[src/rtl/commit_trace_buffer.sv]
// Commit trace buffer: packs core writeback / memory events into timestamped
// 64-bit records and queues them in a first-word-fall-through FIFO.
module commit_trace_buffer #(
  parameter int unsigned DEPTH  = 16,
  parameter int unsigned LOG_X0 = 0,
  parameter int unsigned ADDR_W = 9,
  parameter int unsigned DATA_W = 32
) (
  input  logic                       clk,
  input  logic                       reset,
  input  logic                       enable,
  input  logic                       reg_write_sig,
  input  logic [4:0]                 reg_num,
  input  logic [DATA_W-1:0]          reg_data,
  input  logic                       wr,
  input  logic                       rd,
  input  logic [ADDR_W-1:0]          addr,
  input  logic [DATA_W-1:0]          wr_data,
  input  logic [DATA_W-1:0]          rd_data,
  output logic                       trace_valid,
  input  logic                       trace_ready,
  output logic [63:0]                trace_data,
  output logic [$clog2(DEPTH):0]     fill_level,
  output logic                       overflow,
  output logic [15:0]                drop_count,
  input  logic                       clear_overflow
);

  localparam int unsigned PTR_W  = $clog2(DEPTH);
  localparam int unsigned CNT_W  = PTR_W + 1;
  localparam int unsigned FREE_W = CNT_W + 1;
  localparam int unsigned IDX_W  = 9;

  logic [63:0]       mem_q [DEPTH];
  logic [PTR_W-1:0]  wr_ptr_q, wr_ptr_d;
  logic [PTR_W-1:0]  rd_ptr_q, rd_ptr_d;
  logic [CNT_W-1:0]  count_q, count_d;
  logic [15:0]       stamp_q, stamp_d;
  logic              overflow_q, overflow_d;
  logic [15:0]       drop_q, drop_d;

  logic              pop_c;
  logic              mem_ev_c, reg_ev_c;
  logic [1:0]        n_ev_c, n_push_c, n_drop_c;
  logic [FREE_W-1:0] free_c;
  logic [63:0]       mem_rec_c, reg_rec_c, slot0_c, slot1_c;
  logic [16:0]       drop_sum_c;

  // Event qualification, record packing and slot allocation (memory first).
  always_comb begin
    pop_c     = (count_q != '0) && trace_ready;
    mem_ev_c  = enable && (wr ^ rd);
    reg_ev_c  = enable && reg_write_sig && ((LOG_X0 != 0) || (reg_num != 5'd0));
    mem_rec_c = {stamp_q, (wr ? 2'b10 : 2'b11), 5'b0, IDX_W'(addr),
                 (wr ? 32'(wr_data) : 32'(rd_data))};
    reg_rec_c = {stamp_q, 2'b01, 5'b0, 4'b0, reg_num, 32'(reg_data)};
    slot0_c   = mem_ev_c ? mem_rec_c : reg_rec_c;
    slot1_c   = reg_rec_c;
    n_ev_c    = {1'b0, mem_ev_c} + {1'b0, reg_ev_c};
    free_c    = FREE_W'(DEPTH) - FREE_W'(count_q) + FREE_W'(pop_c);
    n_push_c  = (free_c >= FREE_W'(n_ev_c)) ? n_ev_c : free_c[1:0];
    n_drop_c  = n_ev_c - n_push_c;
  end

  // Next-state for pointers, occupancy, stamp and overflow bookkeeping.
  always_comb begin
    wr_ptr_d   = wr_ptr_q + PTR_W'(n_push_c);
    rd_ptr_d   = rd_ptr_q + PTR_W'(pop_c);
    count_d    = count_q + CNT_W'(n_push_c) - CNT_W'(pop_c);
    stamp_d    = stamp_q + 16'd1;
    drop_sum_c = {1'b0, (clear_overflow ? 16'd0 : drop_q)} + 17'(n_drop_c);
    drop_d     = drop_sum_c[16] ? 16'hFFFF : drop_sum_c[15:0];
    overflow_d = (clear_overflow ? 1'b0 : overflow_q) | (n_drop_c != 2'd0);
  end

  always_ff @(posedge clk) begin
    if (reset) begin
      wr_ptr_q   <= '0;
      rd_ptr_q   <= '0;
      count_q    <= '0;
      stamp_q    <= '0;
      overflow_q <= 1'b0;
      drop_q     <= '0;
    end else begin
      wr_ptr_q   <= wr_ptr_d;
      rd_ptr_q   <= rd_ptr_d;
      count_q    <= count_d;
      stamp_q    <= stamp_d;
      overflow_q <= overflow_d;
      drop_q     <= drop_d;
    end
  end

  // Storage array carries no reset; occupancy alone defines validity.
  always_ff @(posedge clk) begin
    if (!reset) begin
      if (n_push_c != 2'd0) mem_q[wr_ptr_q] <= slot0_c;
      if (n_push_c == 2'd2) mem_q[wr_ptr_q + PTR_W'(1)] <= slot1_c;
    end
  end

  assign trace_valid = (count_q != '0);
  assign trace_data  = trace_valid ? mem_q[rd_ptr_q] : 64'd0;
  assign fill_level  = count_q;
  assign overflow    = overflow_q;
  assign drop_count  = drop_q;

endmodule
[config.mk]
export PLATFORM = sky130hd
export DESIGN_NAME = commit_trace_buffer
export DESIGN_NICKNAME = d
export VERILOG_FILES = /design/src/rtl/commit_trace_buffer.sv
export SDC_FILE = /design/constraint.sdc
export NUM_CORES = 2
export LEC_CHECK = 0
export ABC_AREA = 1
export CELL_PAD_IN_SITES_DETAIL_PLACEMENT = 1
export CELL_PAD_IN_SITES_GLOBAL_PLACEMENT = 1
export CORE_MARGIN = 2
export CORE_UTILIZATION = 47
export DETAILED_ROUTE_END_ITERATION = 8
export DONT_BUFFER_PORTS = 1
export GPL_TIMING_DRIVEN = 0
export PLACE_DENSITY_LB_ADDON = 0.1
export REMOVE_ABC_BUFFERS = 1
export SLEW_MARGIN = 20
export SYNTH_ARGS = -nofsm -noshare
export SYNTH_HDL_FRONTEND = slang
export SYNTH_SLANG_ARGS = --single-unit
[constraint.sdc]
create_clock -name clk -period 6.4 [get_ports clk]
set_input_delay 0.32 -clock clk [delete_from_list [all_inputs] [get_ports clk]]
set_output_delay 0.32 -clock clk [all_outputs]
set_load 0.005 [all_outputs]
# ---- Word-level counts from Yosys, hierarchy flattened
# Memory sizes are Yosys's and may differ from the RTL's. A register that Yosys moved wholly into a read port is not among the register bits.
# Index checks and enable logic that the tools add are counted.
# Widths: inputs -> output; s select.
dict set report op_classes {
  n_addsub 11
  multipliers 0
  n_div 0
  order_cmp 1
  eq_ne 1
  n_shift 0
  muxes 15
  bitwise 2
  reduce_logical 8
}
# op count
set ops {}
lappend ops {{$mux 64} 1}
lappend ops {{$mux 48} 1}
lappend ops {{$mux 16} 2}
lappend ops {{$mux 32} 1}
lappend ops {{$add 16x2->17} 1}
lappend ops {{$add 16x1->16 const B} 1}
lappend ops {{$reduce_bool 5->1} 2}
lappend ops {{$mux 1} 8}
lappend ops {{$add 6x1->6} 1}
lappend ops {{$ge 6x2->1} 1}
lappend ops {{$sub 5x5->6 const A} 1}
lappend ops {{$add 5x2->5} 1}
lappend ops {{$sub 5x1->5} 1}
lappend ops {{$add 4x1->4} 1}
lappend ops {{$add 4x1->4 const B} 1}
lappend ops {{$add 4x2->4} 1}
lappend ops {{$logic_and 1x1->1} 4}
lappend ops {{$mux 4} 1}
lappend ops {{$reduce_bool 2->1} 2}
lappend ops {{$add 1x1->2} 1}
lappend ops {{$eq 2x2->1 const B} 1}
lappend ops {{$mux 2} 1}
lappend ops {{$sub 2x2->2} 1}
lappend ops {{$or 1x1->1} 1}
lappend ops {{$xor 1x1->1} 1}
dict set report totals {
  register_bits 46
  latchBits 0
  ramBits 1024
  mem_bits_ro 0
  in_bits 118
  out_inout_bits 87
  word_cells 45
  n_memories 1
}
# name words width read_ports rd_clocked_by_memory_dff wr line
set memory_table {}
lappend memory_table {mem_q 16 64 1 1 2 34} ;# logic [63:0] mem_q [DEPTH];

# ---- Logic depth before layout (Yosys ltp)
dict set report depth {
  ltp_word 9
  depth_mapped 34
  depth_no_buf 33
}

# ---- Least setup slack after synthesis
# OpenSTA, ideal clock, no wires.
dict set report synth_path {
  kind {reg-to-reg}
  from {register count_q[3] (netlist: fill_level[3])}
  to {memory mem_q[4][54] (data pin)}
  setup_ps 140
  arrival_time_ps 5077
  t_required_ps 6260
  path_slack_ps 1184
  path_stages_with_launch 24
  path_buffers 3
  synth_period_minus_slack_ps 5216
  cell_sequence {dfxtp_1 > inv_1 > ha_1 > nand2_1 > nor3_1 > clkbuf_1 > inv_1 > nand2_1 > ha_1 > inv_1 > ha_1 > ha_1 > a21boi_0 > nor2_1 > nand3_1 > nand2_1 > nand2_2 > nand2_1 > buf_4 > nand3_2 > nand2_1 > inv_1 > buf_4 > nor2_1}
}
# item line
set synth_rtl {}
lappend synth_rtl {{from (decl)} 37} ;# logic [CNT_W-1:0] count_q, count_d;
lappend synth_rtl {{from (signal assigned)} 87} ;# count_q <= count_d;
lappend synth_rtl {{to (decl)} 34}

==> flow_summary_export.csv <==
group,metric,value,unit
clock_network,cts_buffer_depth,3,
pwr,p_switching,6880,µW
cells_and_area,layout-drive-gt1-share,0.08577,
timing,clock-skew-final,11.58,ps
synth,synthesis.area,49610,µm²
pwr,ir_worst_vdd,0.2232,mV
clock_network,cts_buffers,109,
clock_network,cts_tree,"yes",
placement,port_buffers,0,
timing,period_minus_slack,6101,ps
drt,vias_per_cell,6.885,
synth,synth_cell_types,43,
drt,routedWlPerCell,31.75,µm
floorplanning,dieArea,108200,µm²
drt,drt_wl_total,207100,µm
placement,post-place-ws,-337.5,ps
cells_and_area,final_common_cell,"o21ai_0",
pwr,p_clk_frac,0.327,
pwr,total_power,19460,µW
pwr,p_int,12580,µW
timing,worst_pin_slew,1218,ps
global_route,antenna_found_initial,8,
cells_and_area,fillerInstances,11450,
critical_path,critPathCaptureType,"register",
pwr,p_comb_frac,0.285,
cells_and_area,areaGrowthSynthToFinish,14.51,%
cells_and_area,fin_nets,5183,
global_route,overflow,0,
synth,synth_xor_area_frac,0.002472,
floorplanning,initial_core_util,0.4726,
pwr,p_seq_frac,0.387,
drt,ant_nets,0,
critical_path,critical-path-slowest-cell,"nand2_4",
floorplanning,rows,119,
clock_network,cts-root-buf,"clkbuf_16",
critical_path,crit_arrival,6490,ps
drt,drc,0,
synth,synth_top_family_by_area,"compound AO/OA/AOI/OAI gates",
timing,drv_slew,0,
cells_and_area,regArea,28320,µm²
worst_hold_path,hold_class,"in -> reg",
placement,place_congestion,0.7490,
placement,place.detailed.hpwl,118000,µm
global_route,grt_max_degree,122,
synth,synth-compound-area-share,0.1884,
drt,vias,44920,
floorplanning,die_h,328.9,µm
status,outcome,"finished clean",
clock_network,clock_latency,710,ps
timing,fmax,163.9,MHz
critical_path,cp_data_required_time,6790,ps
synth,synth-simple-area-share,0.1594,
drt,drt_iter0_drc,5765,
floorplanning,core,105000,µm²
timing,relSlewSlack,0.1851,
pwr,swShare,0.3535,
synth,synth-seq-cells,990,
timing,hold_viol_final,0,
pwr,powerDensity,342.6,nW/µm²
clock_network,clk_pin_slew,60,ps
critical_path,criticalPathCategory,"reg -> reg",
drt,drt_pass1_iterations,5,
synth,ys_seq_area_frac,0.5706,
floorplanning,die_x,328.9,µm
clock_network,cts_num_sinks,990,
cells_and_area,multi_input_area,18860,µm²
global_route,grt_pass1_wl,301200,µm
critical_path,max_stage_delay,370,ps
clock_network,htree_levels,3,
timing,setup_viol,0,
timing,worst_slack,299.0,ps
timing,timing.final.crit_share,0.9533,
run,drv_cap,0,
synth,muxShareOfSynthArea,0.01132,
floorplanning,ios,205,
synth,yosys_warnings,0,
critical_path,startpoint_type,"register",
pwr,p_leak,0.01855,µW
global_route,grt_pass1_vias,45010,
synth,synthAdderAreaFrac,0.006507,
cells_and_area,final_cell_mix,"o21ai_0 (1,047), edfxtp_1 (848), nor2_1 (726)",
synth,syn_inst,5341,
global_route,grt.total_usage,0.3768,
critical_path,crit_path_max_fanout,31,
synth,synth.avg_cell_area,9.288,µm²
[area by class of cell]
| type | instances | share of cell area |
|---|---|---|
| inverters | 152 | 0.01057 |
| repair buffers | 188 | 0.06645 |
| diodes | 3 | 0.0001322 |
| clock buffers | 151 | 0.05260 |
| clock inverters | 49 | 0.008964 |
| well taps | 1391 | 0.03064 |
| multi-input cells | 3600 | 0.3321 |
| flip-flops and latches | 990 | 0.4986 |
[critical path, delay by kind of cell (launching register included)]
kind	cells	cell delay (ps)
adders and majority gates	4	1030
buffers and inverters	12	2300
DFF	1	340
and+or+nand+nor	10	1810
AOI/OAI and AO/OA	1	190
[sequential cells by signal, summed over array words and instances, names as in the netlist]
signal	count
fill_level	5
drop_count	16
mem_q	944
stamp_q	16
wr_ptr_q	4
rd_ptr_q	4
overflow	1
[routing by layer]
layer | vias to the layer above | wire, µm | GRT usage
met5 | - | 62 | 0
met4 | 10 | 9935 | 0.1700
met3 | 660 | 22660 | 0.07423
met2 | 2811 | 94880 | 0.5970
met1 | 22660 | 79590 | 0.5009
li1 | 18780 | - | -
[stage by stage]
step,TNS [ps],util,cells,area (µm²),hold slack [ps]
after floorplan,-,-,4740,47160,389.1
after global placement,-,0.4658,6131,48900,392.7
after detailed placement,-12660,0.5023,6276,52730,396.3
after CTS,0,0.5400,6520,56680,30.92
after global routing,-22.04,0.5412,6523,56800,92.57
final,0,0.5412,6524,56810,41.61
[synthesized netlist by cell type, drive strengths merged]
master / n / area [µm²]
fa: 3 / 60.06
clkbuf: 474 / 1779
nor3: 7 / 35.03
a31oi: 4 / 25.02
conb: 1 / 3.750
dfxtp: 142 / 2843
and2: 6 / 37.54
o21a: 4 / 30.03
nor2: 746 / 2820
o311ai: 1 / 8.760
edfxtp: 848 / 25460
nand2: 322 / 1231
o211ai: 77 / 578.1
or3: 1 / 6.260
ha: 21 / 262.8
a21oi: 295 / 1476
o22ai: 64 / 400.4
o21ai: 1084 / 5436
mux2i: 28 / 280.3
xnor2: 8 / 70.07
nand3: 664 / 3333
o221ai: 158 / 1384
clkinv: 14 / 52.55
nor4: 3 / 18.77
inv: 138 / 518.0
or2: 1 / 6.260
xor2: 6 / 52.55
mux2: 25 / 281.5
nand4: 64 / 419.2
buf: 131 / 686.9
a21boi: 1 / 7.510
[path summary, 6_finish.rpt]
check	depth (start not counted)	startpoint	to	slack [ps]
worst max-delay path	27	fill_level[3]	mem_q[12][21]	300
worst min-delay path	5	trace_ready	rd_ptr_q[0]	40
worst max register to register	27	fill_level[3]	mem_q[12][21]	300
worst min register to register	2	mem_q[2][46]	mem_q[2][46]	460
[repair_timing]
| action | 4_1_cts | 5_1_grt |
|---|---|---|
| resized for setup | 1 | 6 |
| hold buffers | 42 | 0 |
| setup buffers | 1 | 0 |
| gates cloned | 1 | 1 |
| pin swaps | 2 | 0 |
| endpoints found under the hold margin | 613 | 0 |
| endpoints found under the setup margin | 127 | 174 |
[kinds of logic (layout without fill, tap and decap cells)]
group	after synthesis	in the layout
muxes	53	53
DFF	990	990
and+or+nand+nor	1814	1816
AOI/OAI and AO/OA	1688	1688
adders and majority gates	24	24
buffers and inverters	757	540
xor gates and xnor gates	14	14
other	1	8
[power groups by stage]
stage,Sequential [µW],Clock (µW),Combinational [µW]
finish,7540,6370,5550
global route,7570,6620,5880
CTS,7530,6390,5400
detailed placement,7670,0,5270
global placement,7940,0,3550
floorplan,7810,0,2720
(Power assumes the default switching activity.)
